File: config.mk
export PLATFORM = sky130hd
export DESIGN_NAME = id_ex_pipe
export DESIGN_NICKNAME = d
export VERILOG_FILES = /design/src/rtl/mips_pkg.sv /design/src/rtl/load_use_detect.sv /design/src/rtl/id_ex_pipe.sv
export SDC_FILE = /design/constraint.sdc
export NUM_CORES = 1
export LEC_CHECK = 0
export CAP_MARGIN = 30
export CORE_ASPECT_RATIO = 0.8
export CORE_UTILIZATION = 40
export CTS_BUF_LIST = sky130_fd_sc_hd__clkbuf_16
export CTS_CLUSTER_DIAMETER = 120
export DETAILED_ROUTE_END_ITERATION = 8
export PLACE_DENSITY = 0.81
export SLEW_MARGIN = 10
export SYNTH_ARGS = -nofsm -noshare
export SYNTH_HDL_FRONTEND = slang
export SYNTH_SLANG_ARGS = --single-unit
File: constraint.sdc
create_clock -name clk -period 2.2 [get_ports clk]
set_input_delay 0.33 -clock clk [delete_from_list [all_inputs] [get_ports clk]]
set_output_delay 0.33 -clock clk [all_outputs]
set_load 0.02 [all_outputs]
File: src/rtl/mips_pkg.sv
// Shared MIPS pipeline definitions: opcodes, ALU operation encodings and
// control-bundle bit positions used by the decode and ID/EX stages.
package mips_pkg;

    localparam int unsigned OP_W   = 6;
    localparam int unsigned ALU_W  = 3;
    localparam int unsigned CTRL_W = 10;

    // Primary opcodes
    localparam logic [OP_W-1:0] OP_RTYPE = 6'b000000;
    localparam logic [OP_W-1:0] OP_LW    = 6'b100011;
    localparam logic [OP_W-1:0] OP_SW    = 6'b101011;
    localparam logic [OP_W-1:0] OP_ADDI  = 6'b001000;
    localparam logic [OP_W-1:0] OP_ANDI  = 6'b001100;
    localparam logic [OP_W-1:0] OP_J     = 6'b000010;
    localparam logic [OP_W-1:0] OP_BEQ   = 6'b000100;
    localparam logic [OP_W-1:0] OP_BNE   = 6'b000101;

    // ALU operation encodings
    localparam logic [ALU_W-1:0] ALU_AND = 3'b000;
    localparam logic [ALU_W-1:0] ALU_OR  = 3'b001;
    localparam logic [ALU_W-1:0] ALU_ADD = 3'b010;
    localparam logic [ALU_W-1:0] ALU_SUB = 3'b110;
    localparam logic [ALU_W-1:0] ALU_SLT = 3'b111;

    // Control bundle bit indices: {Jmp, Brancheq, Branchneq, DataSrc, regDst,
    // regWrite, AluSrc, MemWrite, MemRead, reserved}
    localparam int unsigned CTRL_JMP       = 9;
    localparam int unsigned CTRL_BRANCHEQ  = 8;
    localparam int unsigned CTRL_BRANCHNEQ = 7;
    localparam int unsigned CTRL_DATASRC   = 6;
    localparam int unsigned CTRL_REGDST    = 5;
    localparam int unsigned CTRL_REGWRITE  = 4;
    localparam int unsigned CTRL_ALUSRC    = 3;
    localparam int unsigned CTRL_MEMWRITE  = 2;
    localparam int unsigned CTRL_MEMREAD   = 1;
    localparam int unsigned CTRL_RSVD      = 0;

endpackage

File: src/rtl/load_use_detect.sv
// Load-use hazard detector: flags when the load now in EX writes a register
// the ID instruction reads. Purely combinational; rt is always compared,
// which is conservative for I-type instructions.
module load_use_detect #(
    parameter int unsigned RW = 5
) (
    input  logic          ex_mem_read,
    input  logic          ex_valid,
    input  logic [RW-1:0] ex_rt,
    input  logic [RW-1:0] id_rs,
    input  logic [RW-1:0] id_rt,
    output logic          luh
);

    logic w_rt_nonzero;
    logic w_match;

    // $zero is never a real dependency
    assign w_rt_nonzero = (ex_rt != '0);
    assign w_match      = (ex_rt == id_rs) | (ex_rt == id_rt);
    assign luh          = ex_mem_read & ex_valid & w_rt_nonzero & w_match;

endmodule

File: src/rtl/id_ex_pipe.sv
// ID/EX pipeline register with load-use stall and flush bubble insertion.
// Edge priority: hold > flush > load-use hazard > normal load.
// Optional macro ID_EX_PERF_CNT_EN adds saturating stall/flush counters.
module id_ex_pipe
    import mips_pkg::*;
#(
    parameter int unsigned DW = 32,
    parameter int unsigned RW = 5
) (
    input  logic              clk,
    input  logic              rst_n,
    input  logic              hold,
    input  logic              flush,
    input  logic [ALU_W-1:0]  id_alu_operation,
    input  logic [CTRL_W-1:0] id_ctrl,
    input  logic [DW-1:0]     id_rd1,
    input  logic [DW-1:0]     id_rd2,
    input  logic [DW-1:0]     id_imm,
    input  logic [DW-1:0]     id_pc_plus4,
    input  logic [RW-1:0]     id_rs,
    input  logic [RW-1:0]     id_rt,
    input  logic [RW-1:0]     id_rd,
    output logic [ALU_W-1:0]  ex_alu_operation,
    output logic [CTRL_W-1:0] ex_ctrl,
    output logic [DW-1:0]     ex_rd1,
    output logic [DW-1:0]     ex_rd2,
    output logic [DW-1:0]     ex_imm,
    output logic [DW-1:0]     ex_pc_plus4,
    output logic [RW-1:0]     ex_rs,
    output logic [RW-1:0]     ex_rt,
    output logic [RW-1:0]     ex_rd,
    output logic              ex_valid,
`ifdef ID_EX_PERF_CNT_EN
    output logic [15:0]       stall_count,
    output logic [15:0]       flush_count,
`endif
    output logic              pc_write,
    output logic              ifid_write
);

    logic [ALU_W-1:0]  r_alu_operation;
    logic [CTRL_W-1:0] r_ctrl;
    logic [DW-1:0]     r_rd1;
    logic [DW-1:0]     r_rd2;
    logic [DW-1:0]     r_imm;
    logic [DW-1:0]     r_pc_plus4;
    logic [RW-1:0]     r_rs;
    logic [RW-1:0]     r_rt;
    logic [RW-1:0]     r_rd;
    logic              r_valid;

    logic              w_luh;
    logic              w_bubble;

    load_use_detect #(.RW(RW)) u_luh (
        .ex_mem_read (r_ctrl[CTRL_MEMREAD]),
        .ex_valid    (r_valid),
        .ex_rt       (r_rt),
        .id_rs       (id_rs),
        .id_rt       (id_rt),
        .luh         (w_luh)
    );

    // Flush or hazard turns the ID instruction into a bubble in EX
    assign w_bubble = flush | w_luh;

    // Fetch-side enables: freeze on hold, or on a hazard not overridden by flush
    assign pc_write   = ~hold & (flush | ~w_luh);
    assign ifid_write = ~hold & (flush | ~w_luh);

    // Pipeline register with bubble insertion
    always_ff @(posedge clk or negedge rst_n) begin
        if (!rst_n) begin
            r_alu_operation <= '0;
            r_ctrl          <= '0;
            r_rd1           <= '0;
            r_rd2           <= '0;
            r_imm           <= '0;
            r_pc_plus4      <= '0;
            r_rs            <= '0;
            r_rt            <= '0;
            r_rd            <= '0;
            r_valid         <= 1'b0;
        end else if (!hold) begin
            r_rd1      <= id_rd1;
            r_rd2      <= id_rd2;
            r_imm      <= id_imm;
            r_pc_plus4 <= id_pc_plus4;
            r_rs       <= id_rs;
            r_rt       <= id_rt;
            r_rd       <= id_rd;
            if (w_bubble) begin
                r_alu_operation <= ALU_AND;
                r_ctrl          <= '0;
                r_valid         <= 1'b0;
            end else begin
                r_alu_operation <= id_alu_operation;
                r_ctrl          <= id_ctrl;
                r_valid         <= 1'b1;
            end
        end
    end

    assign ex_alu_operation = r_alu_operation;
    assign ex_ctrl          = r_ctrl;
    assign ex_rd1           = r_rd1;
    assign ex_rd2           = r_rd2;
    assign ex_imm           = r_imm;
    assign ex_pc_plus4      = r_pc_plus4;
    assign ex_rs            = r_rs;
    assign ex_rt            = r_rt;
    assign ex_rd            = r_rd;
    assign ex_valid         = r_valid;

`ifdef ID_EX_PERF_CNT_EN
    logic [15:0] r_stall_count;
    logic [15:0] r_flush_count;

    // Saturating counts of load-use stalls taken and flush bubbles inserted
    always_ff @(posedge clk or negedge rst_n) begin
        if (!rst_n) begin
            r_stall_count <= '0;
            r_flush_count <= '0;
        end else if (!hold) begin
            if (w_luh && !flush && (r_stall_count != 16'hFFFF))
                r_stall_count <= r_stall_count + 16'd1;
            if (flush && (r_flush_count != 16'hFFFF))
                r_flush_count <= r_flush_count + 16'd1;
        end
    end

    assign stall_count = r_stall_count;
    assign flush_count = r_flush_count;
`endif

endmodule

Word-level counts from Yosys, hierarchy flattened
Index checks and enable logic that the tools add are counted.
{ "totals": {"register_bits": 157, "latch_bits": 0, "n_memories": 0, "inputBits": 160, "wordCells": 25, "romBits": 0, "mem_bits_rw": 0} }
{ "op_classes": {"bitwise": 9, "eq_ne": 2, "order_cmp": 0, "add_sub_neg": 0, "shifts": 0, "n_reduce_logical": 1, "multipliers": 0, "n_div": 0, "mux": 3} }
{ "ops": {"columns": ["op", "n"], "rows": [
  ["5-bit equality test", 2],
  ["10-bit two-way mux", 1],
  ["5-bit nonzero test", 1],
  ["1-bit bitwise AND", 4],
  ["3-bit two-way mux", 1],
  ["1-bit bitwise OR", 3],
  ["1-bit inverter", 2],
  ["1-bit two-way mux", 1]
]} }

Depth between registers and ports, before layout
Gate-level depths: netlist (run 1).
{ "logic_depth": {"depth_word": 6, "ltp_mapped": 6} }

Modules after synthesis
From an unflattened synthesis (run 1), not the netlist that was laid out.
{ "hier_totals": {"cells_unflattened": 368, "area_unflattened_um2": 6348.6} }
{ "modules_own_cells": {"columns": ["module", "cells_each", "n_inst", "area_per_inst_um2"], "rows": [
  ["id_ex_pipe", 351, 1, 6216.0],
  ["load_use_detect", 17, 1, 132.6]
]} }

Least setup slack after synthesis (run 1)
Ideal clock, no wire load.
{ "synth_path": {"kind": "flip-flop to output port", "start": "reg r_rt[2] (netlist: ex_rt[2])", "end": "out pc_write", "arrival_time_ns": 1.944, "stages_incl_launch_ff": 7, "required_ns": 1.870, "setup_slack_ns": -0.074, "cell_sequence": "dfrtp_1 > or4_4 > o211ai_4 > buf_6 > nor2_1 > a21oi_2 > buf_4"} }
{ "synth_between": {"elab_chain_cells": 6} }
{ "synth_lines": {"columns": ["item", "line_no", "rtl"], "rows": [
  ["start: declaration", "id_ex_pipe.sv:48", "logic [RW-1:0] r_rt;"],
  ["start signal: assignment", "id_ex_pipe.sv:90", "r_rt <= id_rt;"],
  ["5-bit equality test / 5-bit nonzero test (equally long branches)", "load_use_detect.sv:20, load_use_detect.sv:19", null],
  ["1-bit bitwise OR / 1-bit bitwise AND (equally long branches)", "load_use_detect.sv:20, load_use_detect.sv:21", null],
  ["1-bit bitwise AND *", "load_use_detect.sv:21", "assign luh = ex_mem_read & ex_valid & w_rt_nonzero & w_match;"],
  ["1-bit inverter *", null, null],
  ["1-bit bitwise OR *", null, null],
  ["1-bit bitwise AND *", null, null],
  ["end: declaration", "id_ex_pipe.sv:37", "output logic pc_write,"]
]} }
Every way passes the cells marked *; elsewhere a longest branch is shown, timed or not.

Worst setup path in the final report (run 1)
{ "layout_path": {"start": "reg r_rt[4] (netlist: ex_rt[4])", "end": "out ifid_write"} }
{ "layout_between": {"elab_chain_cells": 6} }
{ "layout_lines": {"columns": ["item", "line_no", "rtl"], "rows": [
  ["5-bit equality test / 5-bit nonzero test (equally long branches)", "load_use_detect.sv:20, load_use_detect.sv:19", null],
  ["1-bit bitwise OR / 1-bit bitwise AND (equally long branches)", "load_use_detect.sv:20, load_use_detect.sv:21", null],
  ["1-bit bitwise AND *", "load_use_detect.sv:21", null],
  ["1-bit inverter *", "id_ex_pipe.sv:69", "assign ifid_write = ~hold & (flush | ~w_luh);"],
  ["1-bit bitwise OR *", "id_ex_pipe.sv:69", null],
  ["1-bit bitwise AND *", "id_ex_pipe.sv:69", null],
  ["end: declaration", "id_ex_pipe.sv:38", "output logic ifid_write"]
]} }
Marks and branches as above.

==> results of run 1 <==
## cell usage in the layout, fill, tap and decap left out, types with 4 or more instances in the layout
cell / Yosys / layout
o21ai_0: 13 / 13
buf_6: 2 / 4
clkbuf_16: 0 / 17
and3_1: 11 / 11
inv_1: 2 / 5
dfrtp_1: 157 / 155
a22oi_1: 11 / 11
nand3_1: 13 / 13
mux2_2: 143 / 143
clkdlybuf4s50_1: 0 / 314
buf_4: 2 / 10
xnor2_1: 10 / 10
bufinv_16: 0 / 4
nand2_1: 4 / 4
## synthesized netlist by cell type (2+ instances only)
cell      number  area share (%)
mux2_2       143              26
xnor2_1       10             1.4
dfrtp_1      157              64
a32oi_1        2            0.28
buf_6          2            0.37
nand2_1        4            0.24
a21oi_2        2            0.28
inv_1          2            0.12
and3_1        11             1.1
nand3_1       13             1.1
nor2_1         3            0.18
clkbuf_1      12            0.73
buf_4          2            0.24
buf_2         10            0.81
o21ai_0       13             1.1
a22oi_1       11             1.3
## worst max path at each step
| stage | to | slack [ns] | depth (start not counted) |
|---|---|---|---|
| after floorplan | pc_write | 0.03 | 6 |
| after global placement | pc_write | -0.17 | 6 |
| after detailed placement | ifid_write | -0.20 | 6 |
| after CTS | ifid_write | -0.06 | 5 |
| after global routing | ifid_write | -0.09 | 5 |
| final | ifid_write | -0.03 | 5 |
## per-layer routing
| layer | vias up | GRT usage (%) | wire length, µm |
|---|---|---|---|
| li1 | 2068 | - | - |
| met1 | 2222 | 22.71 | 6071 |
| met2 | 201 | 36.92 | 8394 |
| met3 | 24 | 9.099 | 1585 |
| met4 | 0 | 8.188 | 291 |
| met5 | - | 0 | 0 |
## worst max-delay path, delay by kind of cell (launching register included)
family                 cells  cell delay [ns]
AO/OA/AOI/OAI              2             0.34
AND/OR/NAND/NOR            2             0.62
flip-flops                 1             0.39
buffers and inverters      1             0.14
## power by group
part | switching [mW] | total, mW | internal, mW
Combinational | 0.837 | 1.89 | 1.06
Sequential | 0.161 | 3.35 | 3.19
Clock | 1.13 | 3.00 | 1.88
## through the flow
stage | instances | area [µm²]
global placement | 894 | 9588
CTS | 927 | 10210
floorplan | 401 | 6171
detailed placement | 894 | 9588
global route | 927 | 10210
finish | 927 | 10210
## registers in the layout, summed over array words and instances (netlist names)
| name | flops |
|---|---|
| ex_imm | 32 |
| ex_pc_plus4 | 32 |
| ex_rd1 | 32 |
| ex_rd2 | 32 |
| ex_ctrl | 10 |
| ex_rd | 5 |
| ex_rs | 5 |
| ex_rt | 5 |
| ex_alu_operation | 3 |
| ex_valid | 1 |
## repair_timing
| item | in CTS | in global routing |
|---|---|---|
| pin swaps | 1 | 0 |
| endpoints found under the hold margin | 47 | 0 |
| endpoints found under the setup margin | 2 | 2 |
| setup buffers | 1 | 0 |
| hold buffers | 1 | 0 |
| gates resized for setup | 12 | 0 |
## kinds of logic (layout without fill, tap and decap cells)
| family | after synthesis | count (layout) |
|---|---|---|
| flops | 157 | 157 |
| buf+inv | 28 | 365 |
| mux | 144 | 144 |
| simple gates | 32 | 32 |
| compound gates | 30 | 30 |
| xor+xnor | 10 | 10 |
## layout make-up
cell class,count,area (µm²),share of cell area [%]
multi-input cells,216,2100,20.56
flip-flops and latches,157,3931,38.50
clock buffers,17,425.4,4.166
clock inverters,14,178.9,1.752
inverters,2,7.507,0.07351
repair buffers,332,3333,32.64
well taps,189,236.5,2.316
==> impl_metrics.ini, run 1 <==
[sta]
grt_setup_unrepaired = yes
final_period_minus_worst_setup_slack_ns = 2.234
finalSetupViolCount = 2
hold_viol_final = 0
tightest_slew_ns = 0.5717
relSlewSlack_pct = 61.85
fin_tns_setup_ns = -0.06649
finalCritPeriodShare_pct = 101.5
fin_ws_ns = -0.03352
fin_worst_skew_ns = 0.007781
fmax_mhz = 447.7
fin_hold_ws_ns = 0.3753
slew_viol_final = 0

[floorplanning]
die_h_um = 113.0
die_w_um = 140.7
die_area_um2 = 15900
floorplan.initialDensity_pct = 41.02
coreArea_um2 = 15010
ios = 319
row_count = 40

[outcome]
violations = setup timing
status = finished, violations left

[cells_and_area]
final_core_util_pct = 68.02
nNetsFinal = 886
antenna_cells = 0
fill_cells = 1039
area.growth.synth_to_final_pct = 65.83
drive_above_1_share_pct = 26.42

[routing]
drc_errors = 0
drt_iter0_drc = 161
drt-pass1-iter-count = 4
ant_nets = 0
num_vias = 4515
wirelength_mm = 16.34
wire_per_inst_um = 17.63
vias_per_cell = 4.871

[setup_path]
worstReg2RegEnd = ex_ctrl[0]
timing.rr.start = ex_rt[4]
critPathKind = register to output pin
cp-start-kind = register
cp_cell_sequence = or4_4 -> o211ai_4 -> nor2_2 -> a21oi_4 -> buf_6
cpMaxStageDelayCell = or4_4
worstSetupEndpointType = output pin
crit_start = ex_rt[4]
r2r_cells = 6
cp.arrival_ns = 1.90
required_ns = 1.87
critical_path.max_fanout = 2
rrSetupSlack_ns = 0.41
max_stage_delay_ns = 0.55

[job]
max_cap_violations = 0

[synthesis]
yosys.area_share.simple_pct = 2.783
syn_avg_cell_area_um2 = 15.36
async_flop_share_pct = 100.0
syn_nets = 561
synth_compound_area_share_pct = 3.413
seq_area_frac_synth_pct = 63.80
synthXorXnorAreaFrac_pct = 1.422
synth-main-ff-cell = dfrtp_1
netlist_area_um2 = 6158
synthMuxAreaShare_pct = 26.31
synth-warning-count = 0
netlist_instances = 401
synth_top_family_by_area = multiplexers
synth_adder_area_share_pct = 0
synth.distinct_cells = 20
synth_edf_count = 0
yosys_register_bits = 157

[global_route]
grt_pass1_vias = 4907
grt-ovfl-total = 0
grt_usage_pct = 21.14
grt_max_degree = 97
grt_first_pass_wirelength_mm = 25.46
antenna_found_initial = 0

[pwr]
p_leak_nw = 4.220
power.density_nw_per_um2 = 807.5
ir_worst_vdd_uv = 662.1
power.total_mw = 8.246

[clock_network]
numClockSinks = 157
insertion_delay_ns = 0.42
cts_buffers = 17
cts_tree = yes
root_buffer = clkbuf_16
path_clk_slew_ns = 0.06
ctsHtreeMaxLevel = 4
cts_buffer_depth = 2

[placed_design]
numPortBuffers = 318
gp_congestion = 0.8251
post-dp-hpwl_mm = 12.18
dp_slack_ns = -0.1952

[min_path]
holdPathEnd = ex_imm[31]
hp-start = hold
whs_path_depth = 2
min_path_type = input port to register
Power figures use the tool's default switching activity.
==> run 2, diff against run 1 <==
--- a/config.mk
+++ b/config.mk
@@ -5,6 +5,7 @@
 export SDC_FILE = /design/constraint.sdc
 export NUM_CORES = 1
 export LEC_CHECK = 0
+export ABC_AREA = 1
 export CAP_MARGIN = 30
 export CORE_ASPECT_RATIO = 0.8
 export CORE_UTILIZATION = 40
==> impl_metrics.ini, run 2 <==
[outcome]
status = complete, no violations

[synthesis]
synth_top_area_share_pct = 63.64
synthMuxAreaShare_pct = 0
async_flop_share_pct = 100.0
synth-warning-count = 0
synth_compound_area_share_pct = 0.7296
synthTopCellsByArea = dfrtp_1 64%, nand2_1 28%, nand3_2 1.5%
yosys_register_bits = 157
synth_adder_area_share_pct = 0
netlist_instances = 712
synth_edf_count = 0
yosys.area_share.simple_pct = 31.58
synth.distinct_cells = 18
synth_top_area_cell = dfrtp_1
synth_top_family_by_area = simple AND/OR/NAND/NOR gates
netlist_area_um2 = 6173
synth-main-ff-cell = dfrtp_1
syn_avg_cell_area_um2 = 8.671
yosysMostFrequentCell = nand2_1
synth_commonest_cells = 453 x nand2_1, 157 x dfrtp_1, 17 x clkbuf_1
synthXorXnorAreaFrac_pct = 0.2837
syn_nets = 872
seq_area_frac_synth_pct = 63.64

[routing]
num_vias = 5700
drc_errors = 0
ant_nets = 0
wl_met2_mm = 9.355
drt_iter0_drc = 314
wirelength_mm = 18.99
vias_per_cell = 4.567
drt-pass1-iter-count = 4
wl_met1_mm = 7.227
wire_per_inst_um = 15.22
top_layer_used = met4
route.met3.wl_mm = 2.018

[setup_path]
crit_start = id_rt[0]
cp.arrival_ns = 1.80
rrSetupSlack_ns = 0.68
r2r_cells = 10
critPathKind = input port to output pin
worstSetupEndpointType = output pin
critical_path.max_fanout = 3
timing.rr.start = ex_rt[0]
worstReg2RegEnd = ex_ctrl[3]
cp-start-kind = input port
required_ns = 1.87
setup.worst_path.end = ifid_write

[cells_and_area]
final_cell_count_no_fill = 1248
nNetsFinal = 1187
layout.cells.most_common = nand2_1
final_cell_mix = 450 x nand2_1, 313 x clkdlybuf4s50_1, 152 x dfrtp_1
antenna_cells = 0
ff_latch_area_um2 = 3935
fill_cells = 1183
area.growth.synth_to_final_pct = 66.98
drive_above_1_share_pct = 8.092
stdcell_area_um2 = 10310
multi_input_comb_area_um2 = 2022

[floorplanning]
die_area_um2 = 15940
die_h_um = 113.1
row_count = 40
ios = 319
coreArea_um2 = 15060
floorplan.initialDensity_pct = 40.98
die_w_um = 140.9

[clock_network]
root_buffer = clkbuf_16
cts_buffer_depth = 2
ctsHtreeMaxLevel = 4
cts_tree = yes
insertion_delay_ns = 0.41
cts_buffers = 17
path_clk_slew_ns = 0.06
numClockSinks = 157

[pwr]
p_leak_nw = 5.092
switchingPower_mw = 2.156
power.density_nw_per_um2 = 811.1
p_clk_share_pct = 40.6
sw_frac_of_total_pct = 25.79
seqPwrFrac_pct = 39.5
p_comb_share_pct = 20.0
ir_worst_vdd_uv = 587.6
power.total_mw = 8.362
cellInternalPower_mw = 6.206

[sta]
hold_viol_final = 0
fmax_mhz = 470.2
relSlewSlack_pct = 53.31
slew_viol_final = 0
finalCritPeriodShare_pct = 96.66
tightest_slew_ns = 0.7004
fin_worst_skew_ns = 0.007762
finalSetupViolCount = 0
final_period_minus_worst_setup_slack_ns = 2.127

[min_path]
whs_path_depth = 3
min_path_type = input port to register

[placed_design]
gp_congestion = 0.8836
place_inst = 1212
post-dp-hpwl_mm = 13.17
placed_cell_area_um2 = 9565
numPortBuffers = 318

[global_route]
grt_first_pass_wirelength_mm = 29.73
grt_usage_pct = 24.43
antenna_found_initial = 0
grt-ovfl-total = 0
grt_max_degree = 139
grt_pass1_vias = 5695

[job]
max_cap_violations = 0
==> run 2: stage by stage <==
step | hold WS (ns) | util (%) | worst slack, ns | TNS [ns]
2_1_floorplan | 0.03441 | - | 0.5237 | 0
3_3_place_gp | 0.3296 | 63.50 | -0.2442 | -0.4874
3_5_place_dp | 0.3304 | 63.50 | -0.2612 | -0.5188
4_1_cts | 0.4306 | 68.25 | 0.005925 | 0
5_1_grt | 0.3094 | 68.43 | -0.04885 | -0.09702
6_report | 0.3132 | 68.43 | 0.07344 | 0
==> run 2: layer usage <==
layer | track usage [%] | vias to the layer above
li1 | - | 2767
met5 | 0 | -
met2 | 41.36 | 240
met1 | 27.46 | 2662
met3 | 10.96 | 31
met4 | 8.333 | 0
==> run 2: cells by family (layout without fill, tap and decap cells) <==
group | count (synthesis) | in the layout
AND/OR/NAND/NOR | 491 | 491
flip-flops | 157 | 157
buffers and inverters | 53 | 379
AO/OA/AOI/OAI | 9 | 9
XOR/XNOR | 2 | 2
==> run 2: layout make-up <==
| class | instances | area share [%] |
|---|---|---|
| Multi-Input combinational cell | 502 | 19.61 |
| Clock inverter | 13 | 2.415 |
| Timing Repair Buffer | 333 | 32.52 |
| Clock buffer | 17 | 4.127 |
| Tap cell | 210 | 2.549 |
| Inverter | 16 | 0.6069 |
| Sequential cell | 157 | 38.17 |
==> run 2: timing repair <==
item / in CTS / in global routing
hold buffers: 1 / 0
hold endpoints to repair: 51 / 0
resized for setup: 10 / 14
pin swaps: 1 / 8
setup endpoints to repair: 2 / 2
setup buffers: 3 / 2
==> run 2: worst max-delay path, cell delays in order <==
cell and delay (ns):
clkdlybuf4s50_1 0.54, nand2_2 0.08, inv_1 0.05, nor2_1 0.04
nor2_1 0.14, nand3_1 0.12, nand2_2 0.10, nand3b_1 0.10
nand2_2 0.11, inv_2 0.05, buf_6 0.12
==> run 2: how the worst min path moves through the flow <==
stage,startpoint,endpoint,slack (ns)
after floorplan,rst_n,ex_alu_operation[0],0.03
after global placement,rst_n,ex_imm[31],0.33
after detailed placement,rst_n,ex_imm[31],0.33
after CTS,id_imm[4],ex_imm[4],0.43
after global routing,id_rt[1],ex_rt[1],0.31
final,id_rt[1],ex_rt[1],0.31
==> run 2: power by group through the flow <==
stage / Combinational (mW) / Clock, mW / Sequential (mW)
2_1_floorplan: 0.346 / 0 / 3.65
3_3_place_gp: 1.64 / 0 / 3.33
6_report: 1.67 / 3.39 / 3.30
5_1_grt: 1.80 / 3.56 / 3.33
3_5_place_dp: 1.66 / 0 / 3.34
4_1_cts: 1.68 / 3.43 / 3.30
==> run 3, diff against run 2 <==
--- a/config.mk
+++ b/config.mk
@@ -8,11 +8,11 @@
 export ABC_AREA = 1
 export CAP_MARGIN = 30
 export CORE_ASPECT_RATIO = 0.8
-export CORE_UTILIZATION = 40
+export CORE_UTILIZATION = 43
 export CTS_BUF_LIST = sky130_fd_sc_hd__clkbuf_16
 export CTS_CLUSTER_DIAMETER = 120
 export DETAILED_ROUTE_END_ITERATION = 8
-export PLACE_DENSITY = 0.81
+export PLACE_DENSITY = 0.86
 export SLEW_MARGIN = 10
 export SYNTH_ARGS = -nofsm -noshare
 export SYNTH_HDL_FRONTEND = slang
==> constraint.sdc (replaced) <==
create_clock -name clk -period 2.45 [get_ports clk]
set_input_delay 0.3675 -clock clk [delete_from_list [all_inputs] [get_ports clk]]
set_output_delay 0.3675 -clock clk [all_outputs]
set_load 0.02 [all_outputs]
==> impl_metrics.ini, run 3 (synthesis results as in run 2) <==
[pwr]
p_leak_nw = 5.032
ir_worst_vdd_uv = 470.6
power.density_nw_per_um2 = 714.6

[sta]
finalCritPeriodShare_pct = 92.57
hold_viol_final = 0
slew_viol_final = 0
fin_ws_ns = 0.1819
finalSetupViolCount = 0
relSlewSlack_pct = 40.06
final_period_minus_worst_setup_slack_ns = 2.268
fmax_mhz = 440.9
tightest_slew_ns = 0.8991
grt_setup_unrepaired = no
fin_worst_skew_ns = 0.005443

[floorplanning]
die_w_um = 136.0
die_h_um = 109.2
floorplan.initialDensity_pct = 44.77
die_area_um2 = 14840
ios = 319
coreArea_um2 = 13790
row_count = 38

[routing]
wirelength_mm = 18.64
drt_iter0_drc = 303
wire_per_inst_um = 15.37
num_vias = 5632
vias_per_cell = 4.643
ant_nets = 0
drc_errors = 0
drt-pass1-iter-count = 5

[placed_design]
dp_slack_ns = -0.004221
post-dp-hpwl_mm = 13.06
numPortBuffers = 318
gp_congestion = 0.8443
placed_cell_area_um2 = 9508

[clock_network]
cts_tree = yes
path_clk_slew_ns = 0.06
ctsHtreeMaxLevel = 4
numClockSinks = 157
root_buffer = clkbuf_16
cts_buffer_depth = 2
insertion_delay_ns = 0.41
cts_setup_buffers = 0
cts_buffers = 17

[setup_path]
setup.worst_path.end = ifid_write
critPathKind = register to output pin
r2r_cells = 10
cp-start-kind = register
worstSetupEndpointType = output pin
worstReg2RegEnd = ex_ctrl[2]
crit_start = ex_rt[4]
rrSetupSlack_ns = 0.96
cp.arrival_ns = 1.90
timing.rr.start = ex_rt[3]
critical_path.max_fanout = 5
required_ns = 2.08

[global_route]
antenna_found_initial = 0
grt_usage_pct = 25.45
grt_pass1_vias = 5697
grt_first_pass_wirelength_mm = 28.63
grt_max_degree = 139
grt-ovfl-total = 0

[cells_and_area]
layout.cells.most_common = nand2_1
drive_above_1_share_pct = 6.486
area.growth.synth_to_final_pct = 64.39
final_cell_mix = 453 x nand2_1, 314 x clkdlybuf4s50_1, 156 x dfrtp_1
stdcell_area_um2 = 10150
antenna_cells = 0
nNetsFinal = 1181

[outcome]
status = complete, no violations

[job]
max_cap_violations = 0

[min_path]
min_path_type = input port to register
-- run 3: worst min-delay path by stage --
stage	from	cells after the start	slack, ns	endpoint
finish	hold	3	0.31	ex_valid
CTS	hold	3	0.29	ex_valid
global route	hold	3	0.30	ex_pc_plus4[8]
global placement	rst_n	1	0.43	ex_imm[4]
floorplan	rst_n	0	0.07	ex_alu_operation[0]
detailed placement	rst_n	1	0.42	ex_imm[4]
-- run 3: report_power, final --
part           total, mW  switching (mW)  internal (mW)
sequential          2.96           0.139           2.82
combinational       1.48           0.745          0.738
clock               2.81            1.02           1.79
total               7.25            1.90           5.35
-- run 3: through the flow --
step / total power, mW / util (%) / std cells / hold slack (ns) / TNS [ns]
floorplan: 3.586 / - / 712 / 0.07191 / 0
global placement: 4.459 / 68.96 / 1181 / 0.4267 / 0
detailed placement: 4.484 / 68.96 / 1181 / 0.4160 / -0.006597
CTS: 7.301 / 73.56 / 1213 / 0.2873 / 0
global route: 7.551 / 73.60 / 1213 / 0.2984 / 0
finish: 7.252 / 73.60 / 1213 / 0.3089 / 0
-- run 3: critical path: stages, from the launching register on --
cell and delay [ns]:
dfrtp_1 0.45, nor3_2 0.19, nand3_1 0.11, nand3_1 0.10
inv_2 0.06, nand3b_1 0.11, nand2_1 0.07, inv_1 0.07
dlygate4sd2_1 0.33
-- run 3: final cells by class --
class                   instances  area (µm²)
flip-flops and latches        157        3930
inverters                      16       62.56
clock inverters                14       201.4
well taps                     180       225.2
fillers                       977        3640
repair buffers                327        3287
multi-input cells             502        2017
clock buffers                  17       425.4
-- run 3: routing by layer --
metal	wire [µm]	track usage [%]
met1	7083	29.07
met2	9175	42.67
met5	0	0
met3	1861	10.18
met4	523	10.40
-- run 3: what timing repair did --
| item | CTS | global route |
|---|---|---|
| hold endpoints to repair | 65 | 0 |
| hold buffers | 1 | 0 |
| endpoints found under the setup margin | 2 | 2 |
| pin swaps | 0 | 0 |
| gates resized for setup | 2 | 2 |
